## src/rtl/i2c_slave_sensor_if.sv

```systemverilog
// i2c_slave_sensor_if: open-drain Scl/Sda bus shared by the I2C master and the sensor slave.
// Both sides only pull Sda low. The wired-AND with the pull-up is resolved here.
interface i2c_slave_sensor_if;
    logic scl;       // bus clock, driven by the master
    logic m_sda_oe;  // master pulls Sda low when set
    logic sda_oe;    // slave pulls Sda low when set (enable of a grounded bufif1)
    logic sda;       // resolved line level seen by both sides

    // Pulled-up open-drain line: low whenever either side enables its pull-down.
    assign sda = ~(m_sda_oe | sda_oe);

    modport slave  (input scl, input sda, output sda_oe);
    modport master (output scl, output m_sda_oe, input sda);
endinterface

```

## src/rtl/i2c_slave_sensor.sv

```systemverilog
// i2c_slave_sensor: pointer-addressed LM75-style sensor on an I2C bus.
// Registers: 0 temperature (live input), 1 config, 2 T_low, 3 T_high.
// Scl/Sda are oversampled on i_clk. Sda is only ever pulled low, and only after an Scl falling edge.
module i2c_slave_sensor #(
    parameter logic [6:0]  ADR        = 7'h48,
    parameter logic [15:0] T_LOW_RST  = 16'h4B00,
    parameter logic [15:0] T_HIGH_RST = 16'h5000
) (
    input  logic              i_clk,
    input  logic              i_rst,
    i2c_slave_sensor_if.slave bus,
    input  logic [15:0]       i_temp,
    output logic [15:0]       o_config,
    output logic              o_alert,
    output logic              o_wr_done,
    output logic              o_busy
);

    typedef enum logic [3:0] {
        S_IDLE       = 4'd0,
        S_ADDR       = 4'd1,
        S_ADDR_ACK   = 4'd2,
        S_PTR        = 4'd3,
        S_PTR_ACK    = 4'd4,
        S_WR_MSB     = 4'd5,
        S_WR_MSB_ACK = 4'd6,
        S_WR_LSB     = 4'd7,
        S_WR_LSB_ACK = 4'd8,
        S_RD_MSB     = 4'd9,
        S_RD_MSB_ACK = 4'd10,
        S_RD_LSB     = 4'd11,
        S_RD_LSB_ACK = 4'd12,
        S_WAIT_STOP  = 4'd13
    } t_state;

    // Synchroniser and edge-detect stage.
    logic r_scl_s1, r_scl_s2, r_scl_q;
    logic r_sda_s1, r_sda_s2, r_sda_q;
    logic w_scl_rise, w_scl_fall, w_start, w_stop;

    // FSM.
    t_state r_state, w_state_nxt;
    logic   r_sda_oe, w_sda_oe_nxt;

    // Bit/byte handling.
    logic [3:0]  r_bit;
    logic [3:0]  w_bit_inc;
    logic        w_byte_done;
    logic        w_rx_state;
    logic [7:0]  r_shift;
    logic [7:0]  r_msb;
    logic [15:0] r_snap;
    logic [15:0] w_rd_val;
    logic        r_rw;
    logic        r_mack;
    logic        r_busy;
    logic [1:0]  r_ptr;

    // Register file and alarm.
    logic [15:0]        r_config, r_tlow, r_thigh;
    logic               r_wr_done;
    logic               r_alert;
    logic               w_commit;
    logic signed [15:0] w_temp_s, w_tlow_s, w_thigh_s;

    // Two-flop synchronisers plus one delayed copy for edge detection; idle bus reads high.
    always_ff @(posedge i_clk) begin
        if (i_rst) begin
            r_scl_s1 <= 1'b1;
            r_scl_s2 <= 1'b1;
            r_scl_q  <= 1'b1;
            r_sda_s1 <= 1'b1;
            r_sda_s2 <= 1'b1;
            r_sda_q  <= 1'b1;
        end else begin
            r_scl_s1 <= bus.scl;
            r_scl_s2 <= r_scl_s1;
            r_scl_q  <= r_scl_s2;
            r_sda_s1 <= bus.sda;
            r_sda_s2 <= r_sda_s1;
            r_sda_q  <= r_sda_s2;
        end
    end

    assign w_scl_rise = r_scl_s2 & ~r_scl_q;
    assign w_scl_fall = ~r_scl_s2 & r_scl_q;
    // START/STOP need Scl high on both samples, so they never coincide with an Scl edge.
    assign w_start    = r_scl_s2 & r_scl_q & ~r_sda_s2 & r_sda_q;
    assign w_stop     = r_scl_s2 & r_scl_q & r_sda_s2 & ~r_sda_q;

    assign w_bit_inc   = r_bit + 4'd1;
    assign w_byte_done = (r_bit == 4'd8);
    assign w_rx_state  = (r_state == S_ADDR) || (r_state == S_PTR) ||
                         (r_state == S_WR_MSB) || (r_state == S_WR_LSB);

    // Read source for a snapshot: the live temperature for pointer 0, else the stored register.
    always_comb begin
        w_rd_val = i_temp;
        case (r_ptr)
            2'd1:    w_rd_val = r_config;
            2'd2:    w_rd_val = r_tlow;
            2'd3:    w_rd_val = r_thigh;
            default: w_rd_val = i_temp;
        endcase
    end

    // FSM state register; the Sda drive is registered with it so the pin never glitches.
    always_ff @(posedge i_clk) begin
        if (i_rst) begin
            r_state  <= S_IDLE;
            r_sda_oe <= 1'b0;
        end else begin
            r_state  <= w_state_nxt;
            r_sda_oe <= w_sda_oe_nxt;
        end
    end

    // FSM next-state: bus conditions first, otherwise byte decisions on Scl falling edges.
    always_comb begin
        w_state_nxt = r_state;
        if (w_stop) begin
            w_state_nxt = S_IDLE;
        end else if (w_start) begin
            w_state_nxt = S_ADDR;
        end else if (w_scl_fall) begin
            case (r_state)
                S_ADDR:       if (w_byte_done)
                                  w_state_nxt = (r_shift[7:1] == ADR) ? S_ADDR_ACK : S_WAIT_STOP;
                S_ADDR_ACK:   w_state_nxt = r_rw ? S_RD_MSB : S_PTR;
                S_PTR:        if (w_byte_done)
                                  w_state_nxt = (r_shift[7:2] == 6'd0) ? S_PTR_ACK : S_WAIT_STOP;
                S_PTR_ACK:    w_state_nxt = S_WR_MSB;
                S_WR_MSB:     if (w_byte_done) w_state_nxt = S_WR_MSB_ACK;
                S_WR_MSB_ACK: w_state_nxt = S_WR_LSB;
                S_WR_LSB:     if (w_byte_done) w_state_nxt = S_WR_LSB_ACK;
                S_WR_LSB_ACK: w_state_nxt = S_WAIT_STOP;
                S_RD_MSB:     if (r_bit == 4'd7) w_state_nxt = S_RD_MSB_ACK;
                S_RD_MSB_ACK: w_state_nxt = r_mack ? S_WAIT_STOP : S_RD_LSB;
                S_RD_LSB:     if (r_bit == 4'd7) w_state_nxt = S_RD_LSB_ACK;
                S_RD_LSB_ACK: w_state_nxt = r_mack ? S_WAIT_STOP : S_RD_MSB;
                default:      w_state_nxt = r_state;
            endcase
        end
    end

    // FSM output: next Sda drive, changed only on an Scl falling edge (or released on START/STOP).
    always_comb begin
        w_sda_oe_nxt = r_sda_oe;
        if (w_start || w_stop) begin
            w_sda_oe_nxt = 1'b0;
        end else if (w_scl_fall) begin
            case (w_state_nxt)
                S_ADDR_ACK, S_PTR_ACK, S_WR_MSB_ACK, S_WR_LSB_ACK:
                    w_sda_oe_nxt = 1'b1;
                // Entering a read byte drives its MSB; staying drives the next lower bit.
                S_RD_MSB: w_sda_oe_nxt = (r_state == S_RD_MSB) ? ~r_snap[4'd15 - w_bit_inc]
                                                                : ~w_rd_val[15];
                S_RD_LSB: w_sda_oe_nxt = (r_state == S_RD_LSB) ? ~r_snap[4'd7 - w_bit_inc]
                                                                : ~r_snap[7];
                default:  w_sda_oe_nxt = 1'b0;
            endcase
        end
    end

    // Transfer control: bit counter, R/W flag, master ACK, pointer and Busy.
    always_ff @(posedge i_clk) begin
        if (i_rst) begin
            r_bit  <= 4'd0;
            r_rw   <= 1'b0;
            r_mack <= 1'b1;
            r_ptr  <= 2'd0;
            r_busy <= 1'b0;
        end else if (w_start || w_stop) begin
            r_bit  <= 4'd0;
            r_busy <= 1'b0;
        end else if (w_scl_rise) begin
            if (w_rx_state && !w_byte_done)
                r_bit <= w_bit_inc;
            if ((r_state == S_RD_MSB_ACK) || (r_state == S_RD_LSB_ACK))
                r_mack <= r_sda_s2;
        end else if (w_scl_fall) begin
            // Received bits count on rising edges, transmitted bits on falling edges.
            if (w_state_nxt != r_state)
                r_bit <= 4'd0;
            else if ((r_state == S_RD_MSB) || (r_state == S_RD_LSB))
                r_bit <= w_bit_inc;
            if ((r_state == S_ADDR) && (w_state_nxt == S_ADDR_ACK)) begin
                r_rw   <= r_shift[0];
                r_busy <= 1'b1;
            end
            if ((r_state == S_PTR) && (w_state_nxt == S_PTR_ACK))
                r_ptr <= r_shift[1:0];
        end
    end

    // Data staging: receive shifter, staged write MSB and the read snapshot.
    always_ff @(posedge i_clk) begin
        if (w_scl_rise && w_rx_state && !w_byte_done)
            r_shift <= {r_shift[6:0], r_sda_s2};
        if (w_scl_fall && (r_state == S_WR_MSB) && (w_state_nxt == S_WR_MSB_ACK))
            r_msb <= r_shift;
        if (w_scl_fall && (w_state_nxt == S_RD_MSB) && (r_state != S_RD_MSB))
            r_snap <= w_rd_val;
    end

    // The write commits as the data ACK clock ends; pointer 0 is read-only and is silently dropped.
    assign w_commit = w_scl_fall && (r_state == S_WR_LSB_ACK) && !i_rst;

    // Register file with a one-cycle Wr_done pulse on every effective write.
    always_ff @(posedge i_clk) begin
        if (i_rst) begin
            r_config  <= 16'h0000;
            r_tlow    <= T_LOW_RST;
            r_thigh   <= T_HIGH_RST;
            r_wr_done <= 1'b0;
        end else begin
            r_wr_done <= w_commit && (r_ptr != 2'd0);
            if (w_commit) begin
                case (r_ptr)
                    2'd1:    r_config <= {r_msb, r_shift};
                    2'd2:    r_tlow   <= {r_msb, r_shift};
                    2'd3:    r_thigh  <= {r_msb, r_shift};
                    default: ;
                endcase
            end
        end
    end

    assign w_temp_s  = i_temp;
    assign w_tlow_s  = r_tlow;
    assign w_thigh_s = r_thigh;

    // Hysteretic alarm on signed temperature: set at/above T_high, clear below T_low.
    always_ff @(posedge i_clk) begin
        if (i_rst)
            r_alert <= 1'b0;
        else if (w_temp_s >= w_thigh_s)
            r_alert <= 1'b1;
        else if (w_temp_s < w_tlow_s)
            r_alert <= 1'b0;
    end

    assign bus.sda_oe = r_sda_oe;
    assign o_config   = r_config;
    assign o_alert    = r_alert & r_config[0];
    assign o_wr_done  = r_wr_done;
    assign o_busy     = r_busy;

endmodule

```

## src/flat_wrapper.sv

```systemverilog
// flat-port wrapper written by rule: the top's interface ports become plain ports
module i2c_slave_sensor_flat 
#(
    parameter logic [6:0]  ADR        = 7'h48,
    parameter logic [15:0] T_LOW_RST  = 16'h4B00,
    parameter logic [15:0] T_HIGH_RST = 16'h5000
)
  (i_clk, i_rst, i_temp, o_config, o_alert, o_wr_done, o_busy, bus_scl, bus_sda_oe);
  i2c_slave_sensor_if bus_i ();
  input  logic i_clk;
  input  logic i_rst;
  input  logic [15:0] i_temp;
  output logic [15:0] o_config;
  output logic o_alert;
  output logic o_wr_done;
  output logic o_busy;
  input wire logic [$bits(bus_i.scl)-1:0] bus_scl;
  output wire logic [$bits(bus_i.sda_oe)-1:0] bus_sda_oe;
  assign bus_i.scl = bus_scl;
  assign bus_sda_oe = bus_i.sda_oe;
  i2c_slave_sensor #(.ADR(ADR), .T_LOW_RST(T_LOW_RST), .T_HIGH_RST(T_HIGH_RST)) u_core (.i_clk(i_clk), .i_rst(i_rst), .bus(bus_i), .i_temp(i_temp), .o_config(o_config), .o_alert(o_alert), .o_wr_done(o_wr_done), .o_busy(o_busy));
endmodule
```

## config.mk

```make
export PLATFORM = sky130hd
export DESIGN_NAME = i2c_slave_sensor_flat
export DESIGN_NICKNAME = d
export VERILOG_FILES = /design/src/rtl/i2c_slave_sensor_if.sv /design/src/rtl/i2c_slave_sensor.sv /design/src/flat_wrapper.sv
export SDC_FILE = /design/constraint.sdc
export NUM_CORES = 1
export LEC_CHECK = 0
export ABC_AREA = 1
export CAP_MARGIN = 20
export CORE_ASPECT_RATIO = 0.5
export CORE_MARGIN = 2
export CORE_UTILIZATION = 40
export DETAILED_ROUTE_END_ITERATION = 16
export PLACE_DENSITY = 0.58
export SETUP_SLACK_MARGIN = 0.3
export SYNTH_ARGS = -nofsm -noshare
export SYNTH_HDL_FRONTEND = slang
export SYNTH_SLANG_ARGS = --single-unit
```

## constraint.sdc

```tcl
create_clock -name i_clk -period 4.81 [get_ports i_clk]
set_input_delay 0.962 -clock i_clk [delete_from_list [all_inputs] [get_ports i_clk]]
set_output_delay 0.962 -clock i_clk [all_outputs]
set_load 0.005 [all_outputs]
```

* Word level (Yosys, flattened, before mapping)
Index checks and enable logic that the tools add are counted.
Word-level totals: register bits 102, word-level logic and storage cells 140, output and inout port bits 20, bits of input ports 19
Operators by class: muxes and demuxes 30, equal/unequal tests 27, $lt $le $gt $ge 4, add/sub/neg operators 3, reductions and logical operators 35, bitwise operators 20
Operators with widths (number):
- $mux W4 | 17
- $pmux W16 S3 | 1
- $pmux W4 S12 | 1
- $eq A4 B4 Y1 const B | 9
- $eq A4 B3 Y1 const B | 7
- $ge A16 B16 Y1 | 1
- $lt A16 B16 Y1 | 1
- $eq A4 B2 Y1 const B | 3
- $logic_and A1 B1 Y1 | 12
- $not A1 Y1 | 11
- $lt A4 B5 Y1 const B | 2
- $reduce_and A3 Y1 | 3
- $and A1 B1 Y1 | 8
- $bmux W1 S4 | 2
- $reduce_and A4 Y1 | 2
- $eq A7 B7 Y1 const B | 1
- $logic_not A6 Y1 | 1
- $logic_or A1 B1 Y1 | 6
- $mux W1 | 6
- $mux W3 | 2
- $reduce_and A2 Y1 | 3
- $reduce_bool A2 Y1 | 3
- $add A4 B1 Y4 const B | 1
- $eq A2 B2 Y1 const B | 2
- other kinds (13) | 14

* Depth between registers and ports, before layout
Gate-level depths: netlist of run 1.
depth in word-level cells 11, depth in mapped cells 18, gate-level depth less buffers 18

* Least setup slack after synthesis of run 1
Ideal clock, no wire load.
path kind reg2reg, from register u_core.r_bit[0], to register u_core.r_snap[0] (enable), clock period less this slack 3.837 ns, path buffers 0, arrival 3.395 ns, cell stages (with the launch flop) 14, required time 4.368 ns, path slack 0.973 ns, setup time 0.442 ns, cell sequence dfxtp_1 clkinv_1 ha_1 nand3_2 nor2_1 nand2_1 nand2_1 nand3_1 nand2_1 nand2_1 nand2_2 nor2_1 nand3_1 a2111oi_1
On the way: cells in the longest elaborated chain, start to end 9, elaborated cells between the ends (all ways) 15, classes of those cells eq/ne: 3; mux: 10; reduce/logical: 2
Ends and longest elaborated chain:
- start: declaration | line i2c_slave_sensor.sv:46 | logic [3:0] r_bit;
- start signal: assignment | line i2c_slave_sensor.sv:178 | r_bit <= w_bit_inc;
- start signal: assignment | line i2c_slave_sensor.sv:186 | r_bit <= w_bit_inc;
- $eq A4 B3 Y1 or $eq A4 B4 Y1 (tied branches) | line i2c_slave_sensor.sv:137, i2c_slave_sensor.sv:139, i2c_slave_sensor.sv:92
- $mux W4, or another cell as far along | line i2c_slave_sensor.sv:139 | S_RD_LSB: if (r_bit == 4'd7) w_state_nxt = S_RD_LSB_ACK;
- $pmux W4 S12 * | line i2c_slave_sensor.sv:126 | case (r_state)
- $mux W4 * | line i2c_slave_sensor.sv:125 | end else if (w_scl_fall) begin
- $mux W4 * | line i2c_slave_sensor.sv:123 | end else if (w_start) begin
- $mux W4 * | line i2c_slave_sensor.sv:121 | if (w_stop) begin
- $eq A4 B4 Y1 * | line i2c_slave_sensor.sv:202 | if (w_scl_fall && (w_state_nxt == S_RD_MSB) && (r_state != S_RD_MSB))
- $logic_and A1 B1 Y1 * (2 in series) | line i2c_slave_sensor.sv:202
- end signal: assignment | line i2c_slave_sensor.sv:203 | r_snap <= w_rd_val;
- end: declaration | line i2c_slave_sensor.sv:52 | logic [15:0] r_snap;
Every way passes the cells marked *; elsewhere a longest branch is shown, timed or not. A chain may end at the register's enable or synchronous reset.

* Worst setup path in the final report of run 1
from register u_core.r_bit[0], to register u_core.r_snap[4] (enable)
The elaborated chain is that of the path after synthesis.

==> results.cfg, run 1 <==
[floorplan]
die_x_um = 168
die_h_um = 86.1
io_pins = 39
initial_core_util_pct = 41.7
rows = 29
core_um2 = 12900
dieArea_um2 = 14500

[clock_tree]
clk_pin_slew_ns = 0.07
cts_buffers = 9
cts_tree = built
cts.sink_count = 102
clock_latency_ns = 0.35
post-cts-setup-buffers = 0
clockRootBuffer = clkbuf_16
clockBufferDepth = 2
htreeDepth = 3
cts_resized = 0
hold_buffers = 0

[synthesis]
syn_avg_cell_area_um2 = 7.84
synth-main-ff-cell = dfxtp_1
synth_nets = 740
synthesis.area_um2 = 5390
synth-edff-count = 32
ys_ff_latch = 102
yosysSeqAreaShare_pct = 43.8
synth_common_cells = nand2_1 (127), a21oi_1 (82), inv_1 (79)
synth_cell_types = 43
yosys.area.top_type_share_pct = 26.0
ys_top_cells_by_area = dfxtp_1 (26%), edfxtp_1 (18%), nand2_1 (8.8%)
postSynthCellCount = 688
synth_warnings = 1
async_flop_share_pct = 0
synth_top_area_cell = dfxtp_1
yosysMostFrequentCell = nand2_1

[flow_run]
drv_cap = 0

[sta]
skew_ns = 0.0134
relSlewSlack_pct = 42.5
post-route-period-util_pct = 65.8
finalSetupViolCount = 0
rsz0062_at_grt = false
post-route-min-period_ns = 3.17
tightest_slew_ns = 0.860
tns_ns = 0
finalHoldViolCount = 0
drv_slew = 0
max_freq_ghz = 0.316

[critical_path]
path_common_cell = nand2_1
timing_worst_setup_path_type = reg2reg
required_ns = 4.84
cp.arrival_ns = 3.20
endpoint_kind = flop
reg2reg_to = u_core.r_snap[4]
critPathMaxFanout = 16
r2r_start = u_core.r_bit[0]
r2r_slack_ns = 1.64
crit_path_top_delay_cell = dfxtp_1
crit_family = simple AND/OR/NAND/NOR gates
cp-startpoint = u_core.r_bit[0]
max_stage_delay_ns = 0.58
rr_worst_depth = 14
worstPathCellList = clkinv_1 -> ha_1 -> nand3_2 -> nor2_1 -> nand2_1 -> nand2_1 -> nand3_1 -> nand2_1 -> nand2_1 -> nand2_2 -> nor2_1 -> nand3_1 -> a2111oi_2 -> buf_4
path_buf_inv = 2
critPathLaunchType = flop

[hold_path]
whs_endpoint = u_core.r_sda_s2
hold_depth = 1
worstHoldStart = u_core.r_sda_s1
worstHoldPathType = reg2reg

[outcome]
status = completed

[finish]
area_delta_synth_final_pct = 16.7
fin_area_um2 = 6290
fin_nets = 777
diodes = 0
drive_above_1_share_pct = 8.90

[drt]
drt_drc_violations_left = 0
totalWireLength_um = 15000
drt-initial-drc-count = 318
viasPerCell = 5.18
vias = 4658
wire_per_inst_um = 16.7
ant_nets = 0
firstDrtPassIters = 4

[global_route]
grt_pass1_vias = 4443
antenna_found_initial = 0
grt_overflow_total = 0
grt_pass1_wl_um = 24200
grt_use_total_pct = 21.8
grt_max_degree = 46

[placement]
dp_hpwl_um = 11100
gp_congestion = 0.881
place_area_um2 = 5980
numPortBuffers = 38

[power_and_ir_drop]
power_density_nw_per_um2 = 283
p_leak_nw = 2.51
ir_worst_vdd_mv = 0.171
layout by cell type, fill, tap and decap left out, types with 3 or more instances in the layout:
cell type        count
clkinv_1             3
clkdlybuf4s50_1     38
nor2_1              47
buf_4               10
nand3_1             41
o211ai_1             3
clkbuf_16            9
nand2_2              9
nand4_1              4
nor2_2               4
o22ai_1              3
clkinv_4             3
or2_2                4
clkinv_8             3
a21oi_1             82
o2111ai_1           13
nor3_1               7
inv_1               79
o21ai_0             59
o21ai_1              4
dfxtp_1             70
nand2_1            127
edfxtp_1            32
ha_1                33
inv_2               13
through the flow:
stage	utilization [%]	instances	hold slack [ns]	total power [mW]	setup slack (ns)
after CTS	48.7	900	0.401	1.79	1.63
after detailed placement	46.3	884	0.392	1.07	1.54
after global routing	48.7	900	0.413	1.85	1.32
after floorplan	-	688	0.389	1.02	0.973
final	48.7	900	0.402	1.78	1.64
after global placement	46.3	884	0.395	1.07	1.63
sequential cells by signal (all words and copies together) (netlist names), 4 cells and up:
register / cells
u_core.r_thigh: 16
u_core.r_state: 4
u_core.o_config: 16
u_core.r_tlow: 16
u_core.r_bit: 4
u_core.r_snap: 16
u_core.r_msb: 8
u_core.r_shift: 8
where the power goes:
group	total, mW	switching (mW)	leakage [nW]	internal, mW
combinational	0.152	0.0914	1.50	0.0608
clock	0.728	0.359	0.148	0.369
sequential	0.898	0.00825	0.854	0.889
total	1.78	0.459	2.51	1.32
how the worst max path moves through the flow:
stage | end | slack [ns] | depth (start not counted)
after floorplan | u_core.r_snap[0] | 0.97 | 13
after global placement | u_core.r_thigh[3] | 1.63 | 8
after detailed placement | u_core.r_thigh[8] | 1.54 | 8
after CTS | u_core.r_snap[4] | 1.63 | 14
after global routing | u_core.r_snap[4] | 1.32 | 14
final | u_core.r_snap[4] | 1.64 | 14
per-layer routing:
metal / part of all wire [%] / wire [µm] / track usage (%) / vias to the layer above
li1: - / - / - / 2397
met4: 1.3 / 194 / 6.11 / 0
met2: 42 / 6370 / 33.1 / 98
met5: 0 / 0 / 0 / -
met3: 4.5 / 672 / 4.29 / 16
met1: 52 / 7800 / 31.6 / 2147
cell families after synthesis:
group | share of synthesized area (%)
AO/OA/AOI/OAI | 18.7
XOR/XNOR | 0.487
adder cells (fa/ha/maj) | 7.66
buffers and inverters | 8.28
flip-flops | 43.8
AND/OR/NAND/NOR | 21.1
final cells by class:
cell class                 instances  area (µm²)
multi-input combinational        469        2590
clock buffer                       9         225
inverter                          95         357
timing repair buffer              48         455
clock inverter                     7        83.8
sequential                       102        2360
fill                            1292        6630
tap                              170         213
No activity file was read; power rests on OpenSTA's default activity.
==> run 2, diff against run 1 <==
--- a/config.mk
+++ b/config.mk
@@ -11,7 +11,7 @@
 export CORE_MARGIN = 2
 export CORE_UTILIZATION = 40
 export DETAILED_ROUTE_END_ITERATION = 16
-export PLACE_DENSITY = 0.58
+export PLACE_DENSITY = 0.6
 export SETUP_SLACK_MARGIN = 0.3
 export SYNTH_ARGS = -nofsm -noshare
 export SYNTH_HDL_FRONTEND = slang
==> constraint.sdc (replaced) <==
create_clock -name i_clk -period 2.7 [get_ports i_clk]
set_input_delay 0.54 -clock i_clk [delete_from_list [all_inputs] [get_ports i_clk]]
set_output_delay 0.54 -clock i_clk [all_outputs]
set_load 0.005 [all_outputs]
==> run 2 against run 1 <==
  * Sequential power rose by 78%
  * Combinational power increased by 100%
  * Flip-flop and latch count unchanged
  * Setup slack got worse by 1.3 ns
  * Hold slack better by 0.0023 ns
  * Register-to-register slack worse by 1.3 ns
  * Largest cell class unchanged
==> results.cfg, run 2 (synthesis results as in run 1) <==
[outcome]
status = completed

[drt]
viasPerCell = 5.30
firstDrtPassIters = 5
totalWireLength_um = 15300
vias = 4891
drt_drc_violations_left = 0
ant_nets = 0
drt-initial-drc-count = 328
wire_per_inst_um = 16.6

[critical_path]
worstPathCellList = clkinv_4 -> ha_4 -> nand3_4 -> nor2_1 -> nand2_1 -> nand2_2 -> nand2_2 -> nand2_1 -> nand2_2 -> nand2_4 -> inv_2 -> nor2_4 -> nand3_2 -> a2111oi_4 -> buf_4 -> clkbuf_16
cp.arrival_ns = 2.43
required_ns = 2.78
max_stage_delay_ns = 0.37
critPathLaunchType = flop
endpoint_kind = flop
timing_worst_setup_path_type = reg2reg
path_common_cell = nand2_2
crit_path_top_delay_cell = dfxtp_4
rr_worst_depth = 16
critPathMaxFanout = 8

[clock_tree]
clockBufferDepth = 2
cts_tree = built
clockRootBuffer = clkbuf_16
clk_pin_slew_ns = 0.08
cts_buffers = 9
cts.sink_count = 102
clock_latency_ns = 0.36
htreeDepth = 3

[global_route]
grt_pass1_vias = 4469
grt_max_degree = 42
antenna_found_initial = 0
grt_pass1_wl_um = 24200
grt_overflow_total = 0
grt_use_total_pct = 21.9

[power_and_ir_drop]
pwr-share-clk_pct = 41.1
internal_power_mw = 2.37
p_seq_share_pct = 49.5
p_total_mw = 3.23
power_density_nw_per_um2 = 487
ir_worst_vdd_mv = 0.258
switching_share_pct = 26.7
p_leak_nw = 2.65
power_switching_uw = 861
p_comb_share_pct = 9.4

[finish]
fin_area_um2 = 6630
drive_above_1_share_pct = 15.4
mostFrequentLayoutCell = nand2_1
layout_common_cells = nand2_1 (119), a21oi_1 (81), inv_1 (76)
final_util_pct = 51.3
fin_nets = 799
diodes = 0
fillers = 1264
area_delta_synth_final_pct = 22.9

[floorplan]
rows = 29
die_x_um = 168
io_pins = 39
core_um2 = 12900
initial_core_util_pct = 41.7
die_h_um = 86.1
dieArea_um2 = 14500

[sta]
drv_slew = 0
rsz0062_at_grt = true
finalSetupViolCount = 0
relSlewSlack_pct = 51.2
post-route-period-util_pct = 87.4
tightest_slew_ns = 0.730
finalHoldViolCount = 0
max_freq_ghz = 0.424
skew_ns = 0.0125
post-route-min-period_ns = 2.36
tns_ns = 0

[hold_path]
hold_depth = 1
worstHoldPathType = reg2reg

[placement]
place_area_um2 = 6110
dp_hpwl_um = 11300
gp_congestion = 0.921
numPortBuffers = 38

[flow_run]
drv_cap = 0
[run 2: cell count changes in the layout (fill, tap and decap cells not counted), moves of 4 or more]
| cell | change |
|---|---|
| buf_4 | +18 |
| dfxtp_2 | +4 |
| nand2_2 | +5 |
| nand2_1 | -8 |
| dfxtp_1 | -6 |
| nand3_1 | -4 |
[run 2: cell type report]
type / count / area, µm² / share of cell area, %
Multi-Input combinational cell: 469 / 2710 / 40.8
Sequential cell: 102 / 2370 / 35.8
Timing Repair Buffer: 70 / 667 / 10.1
Inverter: 95 / 365 / 5.51
Clock buffer: 9 / 225 / 3.40
Tap cell: 170 / 213 / 3.21
Clock inverter: 7 / 75.1 / 1.13
[run 2: critical path: cells and delay by family (launching register included)]
| family | cells | cell delay (ns) |
|---|---|---|
| fa+ha+maj | 1 | 0.13 |
| flops | 1 | 0.37 |
| buf+inv | 4 | 0.42 |
| simple gates | 10 | 0.88 |
| compound gates | 1 | 0.29 |
[run 2: what timing repair did]
action	in CTS	in global routing
buffers inserted	8	6
pin swaps	2	13
setup endpoints to repair	21	31
endpoints found under the hold margin	0	0
gates cloned	1	0
hold buffers	0	0
gates resized for setup	5	24
[run 2: stage by stage]
stage	setup WS, ns	cells	hold slack [ns]
floorplan	0.241	688	0.389
global placement	0.231	891	0.390
detailed placement	0.216	891	0.393
CTS	0.303	916	0.404
global route	0.230	922	0.427
finish	0.341	922	0.404
[run 2: power groups by stage]
| stage | clock (mW) | sequential, mW | combinational (mW) |
|---|---|---|---|
| final | 1.33 | 1.60 | 0.305 |
| after global routing | 1.41 | 1.60 | 0.337 |
| after CTS | 1.35 | 1.60 | 0.289 |
| after detailed placement | 0 | 1.63 | 0.282 |
| after global placement | 0 | 1.63 | 0.281 |
| after floorplan | 0 | 1.63 | 0.190 |
[run 2: worst paths after layout]
path | from | slack (ns) | end
hold / removal | u_core.r_scl_s1 | 0.40 | u_core.r_scl_s2
setup / recovery | u_core.r_bit[0] | 0.34 | u_core.r_snap[5]
setup reg to reg | u_core.r_bit[0] | 0.34 | u_core.r_snap[5]
hold reg to reg | u_core.r_scl_s1 | 0.40 | u_core.r_scl_s2
[run 2: metal layers]
layer	track usage [%]	part of all wire, %
met5	0	0
met4	6.58	1.7
met3	3.92	4.4
met2	33.7	44
met1	31.4	50
==> run 3, diff against run 2 <==
--- a/config.mk
+++ b/config.mk
@@ -9,9 +9,9 @@
 export CAP_MARGIN = 20
 export CORE_ASPECT_RATIO = 0.5
 export CORE_MARGIN = 2
-export CORE_UTILIZATION = 40
+export CORE_UTILIZATION = 50
 export DETAILED_ROUTE_END_ITERATION = 16
-export PLACE_DENSITY = 0.6
+export PLACE_DENSITY = 0.72
 export SETUP_SLACK_MARGIN = 0.3
 export SYNTH_ARGS = -nofsm -noshare
 export SYNTH_HDL_FRONTEND = slang
==> run 3 against run 2 <==
  * Maximum frequency decreased by 2.8%
  * Highest routed layer unchanged
  * Cell count decreased by 2.5%
  * Sequential power about the same
  * Die area decreased by 19%
  * Flip-flop and latch count unchanged
  * Critical endpoint is now u_core.r_snap[13]
  * Total power increased by 0.97%
  * Wire length decreased by 2.0%
  * Critical path depth decreased by 1
  * Core utilization increased by 13 points
  * Setup slack got worse by 0.067 ns
  * Clock power about the same
==> results.cfg, run 3 (synthesis results as in run 1) <==
[clock_tree]
clockBufferDepth = 2
htreeDepth = 3
clock_latency_ns = 0.35
cts_buffers = 9
hold_buffers = 0
cts_tree = built
clockRootBuffer = clkbuf_16
clk_pin_slew_ns = 0.07
cts.sink_count = 102

[drt]
viasPerCell = 5.51
drt_drc_violations_left = 0
drt-initial-drc-count = 393
firstDrtPassIters = 5
wire_per_inst_um = 16.7
totalWireLength_um = 15000
vias = 4953
ant_nets = 0

[critical_path]
worstPathCellList = clkinv_4 -> ha_4 -> nand3_4 -> buf_6 -> nand2_1 -> nand3_2 -> nor2_1 -> nand2_2 -> nand2_2 -> inv_2 -> nor2_4 -> nand3_2 -> a2111oi_4 -> buf_4 -> buf_12
endpoint_kind = flop
cp.arrival_ns = 2.50
r2r_start = u_core.r_bit[0]
timing_worst_setup_path_type = reg2reg
crit_path_top_delay_cell = a2111oi_4
r2r_slack_ns = 0.27
max_stage_delay_ns = 0.40
required_ns = 2.77
path_buf_inv = 5
critPathLaunchType = flop
crit_family = simple AND/OR/NAND/NOR gates
reg2reg_to = u_core.r_snap[13]
rr_worst_depth = 15
critPathMaxFanout = 8

[sta]
finalSetupViolCount = 0
post-route-min-period_ns = 2.43
skew_ns = 0.00712
rsz0062_at_grt = true
finalHoldViolCount = 0
drv_slew = 0
relSlewSlack_pct = 53.0
max_freq_ghz = 0.412
tns_ns = 0
tightest_slew_ns = 0.702
post-route-period-util_pct = 89.9

[floorplan]
dieArea_um2 = 11700
io_pins = 39
initial_core_util_pct = 52.1
die_h_um = 77.4
rows = 26
core_um2 = 10300
die_x_um = 151

[hold_path]
worstHoldPathType = reg2reg
worstHoldStart = u_core.r_sda_s1
whs_endpoint = u_core.r_sda_s2
hold_depth = 1

[placement]
gp_congestion = 0.893
numPortBuffers = 38
dp_hpwl_um = 10600

[finish]
mostFrequentLayoutCell = nand2_1
diodes = 0
area_delta_synth_final_pct = 23.4
fin_nets = 806
final_util_pct = 64.3
drive_above_1_share_pct = 17.4
layout_common_cells = nand2_1 (119), a21oi_1 (81), inv_1 (73)

[global_route]
grt_pass1_wl_um = 23900
grt_overflow_total = 0
grt_pass1_vias = 4488
antenna_found_initial = 1
grt_max_degree = 45
grt_use_total_pct = 26.6

[power_and_ir_drop]
ir_worst_vdd_mv = 0.359
p_leak_nw = 2.68
power_density_nw_per_um2 = 490

[outcome]
status = completed

[flow_run]
drv_cap = 0
[run 3: timing repair]
| action | CTS | global route |
|---|---|---|
| setup endpoints to repair | 16 | 18 |
| gates resized for setup | 21 | 20 |
| pin swaps | 6 | 10 |
| gates cloned | 1 | 0 |
| buffers inserted | 15 | 7 |
[run 3: cell type report]
cell class | instances | area, µm²
Clock inverter | 7 | 78.8
Timing Repair Buffer | 77 | 707
Tap cell | 140 | 175
Fill cell | 892 | 3690
Inverter | 95 | 365
Multi-Input combinational cell | 469 | 2720
Clock buffer | 9 | 225
Sequential cell | 102 | 2380
[run 3: routing by layer]
layer  vias to the layer above  GRT usage (%)  wire, µm
met5                         -              0         0
li1                       2455              -         -
met3                        17           5.24       953
met1                      2316           38.6      7160
met4                         0           6.73       223
met2                       165           40.9      6670
[run 3: per-stage QoR]
stage	instances	hold WS (ns)	power, mW	instance area, µm²	setup slack, ns
floorplan	688	0.389	1.82	5460	0.241
global placement	860	0.392	1.91	6060	0.170
detailed placement	860	0.395	1.91	6060	0.147
CTS	892	0.410	3.25	6560	0.302
global route	899	0.415	3.36	6660	0.160
finish	899	0.409	3.26	6660	0.273
[run 3: report_power, final]
group	leakage [nW]	internal [mW]	switching, mW
clock network	0.151	0.732	0.627
registers	0.858	1.58	0.0134
logic	1.67	0.128	0.178
total	2.68	2.44	0.818
[run 3: worst max path at each step]
stage	cells after the start	from	end	slack [ns]
finish	15	u_core.r_bit[0]	u_core.r_snap[13]	0.27
CTS	14	u_core.r_shift[1]	u_core.r_snap[2]	0.30
detailed placement	14	u_core.r_bit[0]	u_core.r_snap[11]	0.15
global placement	15	u_core.r_bit[0]	u_core.r_snap[10]	0.17
floorplan	14	u_core.r_state[0]	u_core.r_snap[0]	0.24
global route	16	u_core.r_bit[0]	u_core.r_snap[5]	0.16
